**src/rtl/inv_mix_columns_seq_if.sv**
```systemverilog
// rtl/inv_mix_columns_seq_if.sv - stream handshake bundle for the InvMixColumns engine
interface inv_mix_columns_seq_if;
    logic         in_valid;
    logic         in_ready;
    logic [127:0] in_data;
    logic         out_valid;
    logic         out_ready;
    logic [127:0] out_data;
    logic         busy;

    modport master (
        output in_valid,
        output in_data,
        output out_ready,
        input  in_ready,
        input  out_valid,
        input  out_data,
        input  busy
    );

    modport slave (
        input  in_valid,
        input  in_data,
        input  out_ready,
        output in_ready,
        output out_valid,
        output out_data,
        output busy
    );
endinterface

```
**src/rtl/inv_mix_columns_seq.sv**
```systemverilog
// rtl/inv_mix_columns_seq.sv - multi-cycle AES InvMixColumns engine, COLS_PER_CYCLE columns per clock
module inv_mix_columns_seq #(
    parameter int COLS_PER_CYCLE = 1
) (
    input  logic                  clk,
    input  logic                  rst,
    inv_mix_columns_seq_if.slave  bus
);

    generate
        if (COLS_PER_CYCLE != 1 && COLS_PER_CYCLE != 2 && COLS_PER_CYCLE != 4) begin : g_bad_cols
            $error("inv_mix_columns_seq: COLS_PER_CYCLE must be 1, 2 or 4");
        end
    endgenerate

    typedef enum logic [1:0] {
        ST_IDLE = 2'd0,
        ST_BUSY = 2'd1,
        ST_DONE = 2'd2
    } state_t;

    state_t state_q, state_d;

    // Column c sits at index c, so index 0 is the most significant word.
    logic [0:3][31:0] data_q, data_d;
    logic [1:0]       col_cnt;
    logic [2:0]       cnt_sum;
    logic             last_step;

    function automatic logic [7:0] xtime(input logic [7:0] x);
        return {x[6:0], 1'b0} ^ (x[7] ? 8'h1b : 8'h00);
    endfunction

    function automatic logic [31:0] inv_mix_col(input logic [31:0] col);
        logic [3:0][7:0] a, x2, x4, x8, m9, mb, md, me;
        for (int i = 0; i < 4; i++) begin
            a[i]  = col[31 - 8*i -: 8];
            x2[i] = xtime(a[i]);
            x4[i] = xtime(x2[i]);
            x8[i] = xtime(x4[i]);
            m9[i] = x8[i] ^ a[i];
            mb[i] = x8[i] ^ x2[i] ^ a[i];
            md[i] = x8[i] ^ x4[i] ^ a[i];
            me[i] = x8[i] ^ x4[i] ^ x2[i];
        end
        return {me[0] ^ mb[1] ^ md[2] ^ m9[3],
                m9[0] ^ me[1] ^ mb[2] ^ md[3],
                md[0] ^ m9[1] ^ me[2] ^ mb[3],
                mb[0] ^ md[1] ^ m9[2] ^ me[3]};
    endfunction

    // col_cnt only ever holds multiples of COLS_PER_CYCLE, so the sum reaches exactly 4 on the last step.
    assign cnt_sum   = {1'b0, col_cnt} + 3'(COLS_PER_CYCLE);
    assign last_step = (cnt_sum == 3'd4);

    always_comb begin
        data_d = data_q;
        for (int k = 0; k < COLS_PER_CYCLE; k++) begin
            data_d[col_cnt + 2'(k)] = inv_mix_col(data_q[col_cnt + 2'(k)]);
        end
    end

    always_ff @(posedge clk or posedge rst) begin
        if (rst) begin
            state_q <= ST_IDLE;
        end else begin
            state_q <= state_d;
        end
    end

    always_comb begin
        state_d = state_q;
        case (state_q)
            ST_IDLE: if (bus.in_valid)  state_d = ST_BUSY;
            ST_BUSY: if (last_step)     state_d = ST_DONE;
            ST_DONE: if (bus.out_ready) state_d = ST_IDLE;
            default:                    state_d = ST_IDLE;
        endcase
    end

    always_ff @(posedge clk or posedge rst) begin
        if (rst) begin
            data_q  <= '0;
            col_cnt <= 2'd0;
        end else begin
            case (state_q)
                ST_IDLE: begin
                    if (bus.in_valid) begin
                        data_q  <= bus.in_data;
                        col_cnt <= 2'd0;
                    end
                end
                ST_BUSY: begin
                    data_q  <= data_d;
                    col_cnt <= cnt_sum[1:0];
                end
                default: ;
            endcase
        end
    end

    // Every output is decoded from registered state; handshake inputs never reach an output combinationally.
    assign bus.in_ready  = (state_q == ST_IDLE);
    assign bus.out_valid = (state_q == ST_DONE);
    assign bus.busy      = (state_q != ST_IDLE);
    assign bus.out_data  = data_q;

endmodule

```
**src/flat_wrapper.sv**
```systemverilog
// flat-port wrapper written by rule: the top's interface ports become plain ports
module inv_mix_columns_seq_flat 
#(
    parameter int COLS_PER_CYCLE = 1
)
  (clk, rst, bus_in_valid, bus_in_data, bus_out_ready, bus_in_ready, bus_out_valid, bus_out_data, bus_busy);
  inv_mix_columns_seq_if bus_i ();
  input  logic clk;
  input  logic rst;
  input wire logic [$bits(bus_i.in_valid)-1:0] bus_in_valid;
  input wire logic [$bits(bus_i.in_data)-1:0] bus_in_data;
  input wire logic [$bits(bus_i.out_ready)-1:0] bus_out_ready;
  output wire logic [$bits(bus_i.in_ready)-1:0] bus_in_ready;
  output wire logic [$bits(bus_i.out_valid)-1:0] bus_out_valid;
  output wire logic [$bits(bus_i.out_data)-1:0] bus_out_data;
  output wire logic [$bits(bus_i.busy)-1:0] bus_busy;
  assign bus_i.in_valid = bus_in_valid;
  assign bus_i.in_data = bus_in_data;
  assign bus_i.out_ready = bus_out_ready;
  assign bus_in_ready = bus_i.in_ready;
  assign bus_out_valid = bus_i.out_valid;
  assign bus_out_data = bus_i.out_data;
  assign bus_busy = bus_i.busy;
  inv_mix_columns_seq #(.COLS_PER_CYCLE(COLS_PER_CYCLE)) u_core (.clk(clk), .rst(rst), .bus(bus_i));
endmodule
```
**config.mk**
```make
export PLATFORM = sky130hd
export DESIGN_NAME = inv_mix_columns_seq_flat
export DESIGN_NICKNAME = d
export VERILOG_FILES = /design/src/rtl/inv_mix_columns_seq_if.sv /design/src/rtl/inv_mix_columns_seq.sv /design/src/flat_wrapper.sv
export SDC_FILE = /design/constraint.sdc
export NUM_CORES = 1
export LEC_CHECK = 0
export CORE_MARGIN = 5
export CORE_UTILIZATION = 50
export CTS_CLUSTER_DIAMETER = 30
export DETAILED_ROUTE_END_ITERATION = 10
export GPL_ROUTABILITY_DRIVEN = 1
export PLACE_DENSITY = 0.84
export SETUP_SLACK_MARGIN = 0.5
export SLEW_MARGIN = 40
export SYNTH_ARGS = -nofsm -noshare
export SYNTH_HDL_FRONTEND = slang
export SYNTH_SLANG_ARGS = --single-unit
```
**constraint.sdc**
```tcl
create_clock -name clk -period 6.7 [get_ports clk]
set_input_delay 1.34 -clock clk [delete_from_list [all_inputs] [get_ports clk]]
set_output_delay 1.34 -clock clk [all_outputs]
set_load 0.1 [all_outputs]
```
==> results_dict.tcl, run 1 <==
set metrics [dict create \
    syn_nets 977 \
    cp.arrival_ns 4.41 \
    finalSetupTns_ns 0 \
    die_h_microns 145 \
    fmax_mhz 243 \
    period_needed_ns 4.12 \
    hold_violations 0 \
    vias_per_cell 6.14 \
    netlist_area_sq_um 9050 \
    wire_per_inst_microns 24.1 \
    io_buffers 262 \
    antenna_found_initial 0 \
    critPathBufInv 1 \
    cts_hold_buf 0 \
    path_clk_slew_ns 0.06 \
    clk_path_buf_depth 2 \
    dpl_cell_area_sq_um 11100 \
    worstHoldPathCells 2 \
    ff2ff_path_depth 8 \
    rows 49 \
    core_sq_um 17900 \
    worstMarginPinSlew_ns 0.751 \
    avgSynthCellArea_sq_um 10.8 \
    fin_cells 1306 \
    initial_utilization_pct 50.5 \
    rsz0062_at_grt "false" \
    cp-end-kind "register" \
    dieArea_sq_um 20900 \
    cts_inserted_buffers 17 \
    synthCells 841 \
    cts_root_buffer "clkbuf_16" \
    timing.final.crit_share_pct 61.5 \
    h-tree-depth 4 \
    gp_congestion 0.990 \
    synth_seq_area_share_pct 36.5 \
    area_delta_synth_final_pct 29.4 \
    criticalPathCategory "register to register" \
    routed_wl_microns 31500 \
    reg2reg_from "u_core.col_cnt[0]" \
    crit_cells 8 \
    setup.worst_path.start_class "register" \
    drive_above_1_share_pct 22.6 \
    grt_usage_pct 30.2 \
    yosys_warnings 0 \
    grt_max_degree 70 \
    final_area_sq_um 11700 \
    dieWidth_microns 145 \
    cts_resized 0 \
    worstPathMaxFanout 20 \
    maxCapViolations 0 \
    post_cts_buffers 0 \
    ios 263 \
    cp.required_ns 6.99 \
    slew_headroom_pct 49.9 \
    synth.distinct_cells 38 \
    cts_sinks 132 \
    setup_viol 0 \
    hpwl_microns 22700 \
    antenna_cells 0 \
    drcViolationCount 0 \
    cts_tree "done" \
    critPathMaxStageDelay_ns 0.75 \
    hp-start "u_core.bus.out_data[80]" \
    postRouteAntennaNets 0 \
    grt_pass1_wl_microns 47400 \
    placed_cells 1275 \
    outcome "complete, no violations" \
    gr-total-overflow 0 \
    grt_pass1_vias 8000 \
    timing.hold.ws_ns 0.512 \
    clk_latency_ns 0.43 \
    critPathTopFamily "XOR/XNOR gates" \
    drt_pass1_iterations 7 \
    drv_slew 0 \
    min_path_type "register to register" \
    ys_ff_latch 132 \
    critPathLaunch "u_core.col_cnt[0]" \
    most-common-layout-cells "131 x clkdlybuf4s50_1, 131 x buf_2, 130 x dfrtp_1" \
    num_vias 8021 \
    crit_path_top_delay_cell "dfrtp_2" \
    drt_iter0_markers 865 \
    r2r_slack_ns 2.58 \
    path_cells "buf_4 > mux4_2 > xnor2_4 > xor2_2 > xnor3_1 > xnor2_1 > a2bb2oi_1 > a21oi_1" \
    finalClockSkew_ns 0.00863 \
    finalNetCount 1201 \
]
logic make-up after synthesis:
family          share of synthesized area [%]
fa+ha+maj                               0.553
xor+xnor                                 24.9
simple gates                             8.97
flops                                    36.5
mux                                      8.09
compound gates                           17.0
buf+inv                                  3.90
flip-flops by register name, indices dropped and copies added (netlist names):
register / cells
u_core.state_q: 2
u_core.bus.out_data: 128
u_core.col_cnt: 2
per-layer routing:
layer,track usage [%],part of all wire [%],vias to the layer above
li1,-,-,3472
met1,40.1,38,3924
met2,48.3,48,540
met3,7.74,10,85
met4,10.6,3.2,0
met5,0,0,-
area by class of cell:
class,instances,area [sq um]
Inverter,5,21.3
Clock inverter,11,158
Tap cell,229,287
Timing Repair Buffer,273,2050
Multi-Input combinational cell,636,5430
Clock buffer,20,457
Fill cell,1422,6190
Sequential cell,132,3310
synth_stat cells (all sizes together):
library cell | instances | share of area (%)
or2 | 1 | 0.069
o211ai | 16 | 1.3
xor3 | 4 | 1.1
xnor2 | 114 | 13
nor2 | 128 | 5.3
a21o | 4 | 0.33
and2 | 4 | 0.28
a2bb2oi | 60 | 5.8
ha | 4 | 0.55
a221oi | 52 | 5.0
a21oi | 29 | 1.6
o21a | 8 | 0.66
mux4 | 32 | 8.1
dfrtp | 132 | 37
o21bai | 1 | 0.083
a22o | 1 | 0.097
clkbuf | 49 | 2.0
nor2b | 1 | 0.069
xor2 | 40 | 4.4
xnor3 | 26 | 6.6
inv | 5 | 0.21
buf | 19 | 1.7
nand2b | 4 | 0.28
nand2 | 61 | 2.5
nand3 | 8 | 0.44
o21ai | 38 | 2.1
final timing paths:
kind	endpoint
setup / recovery	u_core.bus.out_data[109]
hold / removal	u_core.bus.out_data[80]
setup reg to reg	u_core.bus.out_data[109]
hold reg to reg	u_core.bus.out_data[80]
max in group asynchronous	u_core.col_cnt[0]
min in group asynchronous	u_core.bus.out_data[43]
worst min-delay path, stage by stage, from the launching register on:
cell     delay [ns]
dfrtp_1        0.36
nand2_1        0.05
o21ai_0        0.06
through the flow:
step	util (%)	setup WS (ns)
final	65.4	2.58
after global routing	65.4	2.28
after CTS	65.4	2.57
after detailed placement	61.9	2.63
after global placement	65.5	2.71
after floorplan	-	1.83
Power of run 1 is not shown: default switching activity piles up to over one toggle a cycle in this logic, so the estimate is an artifact.
==> run 2: changes to the inputs <==
--- a/config.mk
+++ b/config.mk
@@ -6,11 +6,11 @@
 export NUM_CORES = 1
 export LEC_CHECK = 0
 export CORE_MARGIN = 5
-export CORE_UTILIZATION = 50
+export CORE_UTILIZATION = 44
 export CTS_CLUSTER_DIAMETER = 30
 export DETAILED_ROUTE_END_ITERATION = 10
 export GPL_ROUTABILITY_DRIVEN = 1
-export PLACE_DENSITY = 0.84
+export PLACE_DENSITY = 0.78
 export SETUP_SLACK_MARGIN = 0.5
 export SLEW_MARGIN = 40
 export SYNTH_ARGS = -nofsm -noshare
==> constraint.sdc (replaced) <==
create_clock -name clk -period 3.4 [get_ports clk]
set_input_delay 0.68 -clock clk [delete_from_list [all_inputs] [get_ports clk]]
set_output_delay 0.68 -clock clk [all_outputs]
set_load 0.1 [all_outputs]
==> run 2 against run 1 <==
Effect of this change: critical endpoint is now u_core.bus.out_data[46]; the flow now finishes with violations (negative setup slack); sequential cell count did not move; via count grew 23%; critical path depth increased by 3; critical path type unchanged; wire length increased by 50%; cell count up 14%.
==> results_dict.tcl, run 2 (synthesis results as in run 1) <==
set metrics [dict create \
    cp-end-kind "register" \
    criticalPathCategory "register to register" \
    finalSetupTns_ns -1.11 \
    io_buffers 262 \
    most-common-layout-cells "227 x buf_4, 131 x clkdlybuf4s50_1, 128 x nor2_1" \
    ios 263 \
    critPathMaxStageDelay_ns 0.64 \
    maxCapViolations 0 \
    finalClockSkew_ns 0.0128 \
    gr-total-overflow 0 \
    initial_utilization_pct 44.7 \
    placed_cells 1346 \
    rsz0062_at_grt "true" \
    period_needed_ns 3.58 \
    area_delta_synth_final_pct 70.2 \
    rows 52 \
    die_h_microns 153 \
    hold_violations 0 \
    drt_iter0_markers 1616 \
    cts_tree "done" \
    route.met3.wl_microns 5820 \
    outcome "finished with violations" \
    largest_reg_flops 128 \
    cts_hold_buf 0 \
    grt_usage_pct 33.5 \
    cts_inserted_buffers 17 \
    violations "negative setup slack" \
    drive_above_1_share_pct 53.9 \
    path_clk_slew_ns 0.06 \
    antenna_found_initial 1 \
    grt_pass1_vias 9757 \
    grt_pass1_wl_microns 60400 \
    dieArea_sq_um 23500 \
    top_layer "met5" \
    setup_viol 15 \
    fin_ws_ns -0.180 \
    num_vias 9870 \
    clk_path_buf_depth 2 \
    h-tree-depth 4 \
    routed-wl-met2_microns 21300 \
    drv_slew 0 \
    met1Wirelength_microns 15800 \
    cts_sinks 132 \
    crit_path_top_delay_cell "xnor3_2" \
    postRouteAntennaNets 0 \
    cp.required_ns 3.72 \
    worstMarginPinSlew_ns 0.808 \
    worstPathMaxFanout 6 \
    path_cells "buf_6 > buf_12 > buf_12 > buf_6 > mux4_2 > xnor2_4 > xnor2_2 > xnor3_2 > xnor2_4 > a221oi_2 > nor2_1" \
    drcViolationCount 0 \
    core_sq_um 20200 \
    finalNetCount 1345 \
    nFillCells 1089 \
    hpwl_microns 24200 \
    min_path_type "register to register" \
    wire_per_inst_microns 31.6 \
    cp.arrival_ns 3.90 \
    fmax_mhz 279 \
    final_common_cell "buf_4" \
    gp_congestion 0.987 \
    routed_wl_microns 47100 \
    drt_pass1_iterations 8 \
    slew_headroom_pct 46.1 \
    setup.worst_path.start_class "register" \
    dieWidth_microns 153 \
    vias_per_cell 6.61 \
    clk_latency_ns 0.45 \
    cts_root_buffer "clkbuf_16" \
    timing.final.crit_share_pct 105 \
    grt_max_degree 133 \
    fin_cells 1493 \
]
-- run 2: changes by cell type in the layout (fill, tap and decap cells not counted), moves of 23 or more --
cell,previous run,this run
xnor2_1,99,31
dfrtp_1,130,47
a221oi_1,52,2
xor2_1,35,9
xnor2_2,10,40
dfrtp_2,2,85
buf_6,1,35
a221oi_2,0,48
xnor2_4,5,43
buf_2,131,0
buf_4,10,227
o21ai_0,34,11
-- run 2: through the flow --
step	instance area [sq um]	utilization [%]	hold slack, ns	worst slack, ns
after detailed placement	12000	59.3	0.495	0.0968
after CTS	14500	71.9	0.510	0.206
after global placement	12000	59.3	0.484	0.132
after global routing	15400	76.1	0.530	-0.194
after floorplan	9300	-	0.702	0.381
final	15400	76.1	0.515	-0.180
-- run 2: cell type report --
class / instances / area, sq um / share of cell area (%)
Antenna cell: 1 / 2.50 / 0.0162
Inverter: 5 / 22.5 / 0.146
Timing Repair Buffer: 417 / 3860 / 25.1
Clock inverter: 11 / 126 / 0.820
Tap cell: 270 / 338 / 2.19
Clock buffer: 21 / 470 / 3.05
Sequential cell: 132 / 3410 / 22.1
Multi-Input combinational cell: 636 / 7180 / 46.6
-- run 2: layer usage --
metal  global-route usage, %  up-vias
met5                       0        -
met4                    21.5        2
met3                    8.76      349
met2                    52.5     1042
met1                    41.2     4732
li1                        -     3745
-- run 2: timing repair --
action	4_1_cts	5_1_grt
buffers inserted	84	30
pin swaps	135	62
gates resized for setup	202	92
endpoints found under the setup margin	128	128
-- run 2: path summary, 6_finish.rpt --
path | from | to | slack (ns) | cells after the start
worst min-delay path | u_core.bus.out_data[39] | u_core.bus.out_data[39] | 0.52 | 2
worst min register to register | u_core.bus.out_data[39] | u_core.bus.out_data[39] | 0.52 | 2
max in group asynchronous | rst | u_core.bus.out_data[21] | 1.95 | 3
worst max register to register | u_core.col_cnt[0] | u_core.bus.out_data[46] | -0.18 | 11
min in group asynchronous | rst | u_core.bus.out_data[116] | 0.73 | 3
worst max-delay path | u_core.col_cnt[0] | u_core.bus.out_data[46] | -0.18 | 11
-- run 2: critical path: cells and delay by family, from the launching register on --
kind | cells | cell delay, ns
muxes | 1 | 0.62
buffers and inverters | 4 | 0.54
DFF | 1 | 0.42
xor gates and xnor gates | 4 | 1.44
AOI/OAI and AO/OA | 1 | 0.32
and+or+nand+nor | 1 | 0.10
Power of run 2 is left out for the same reason.
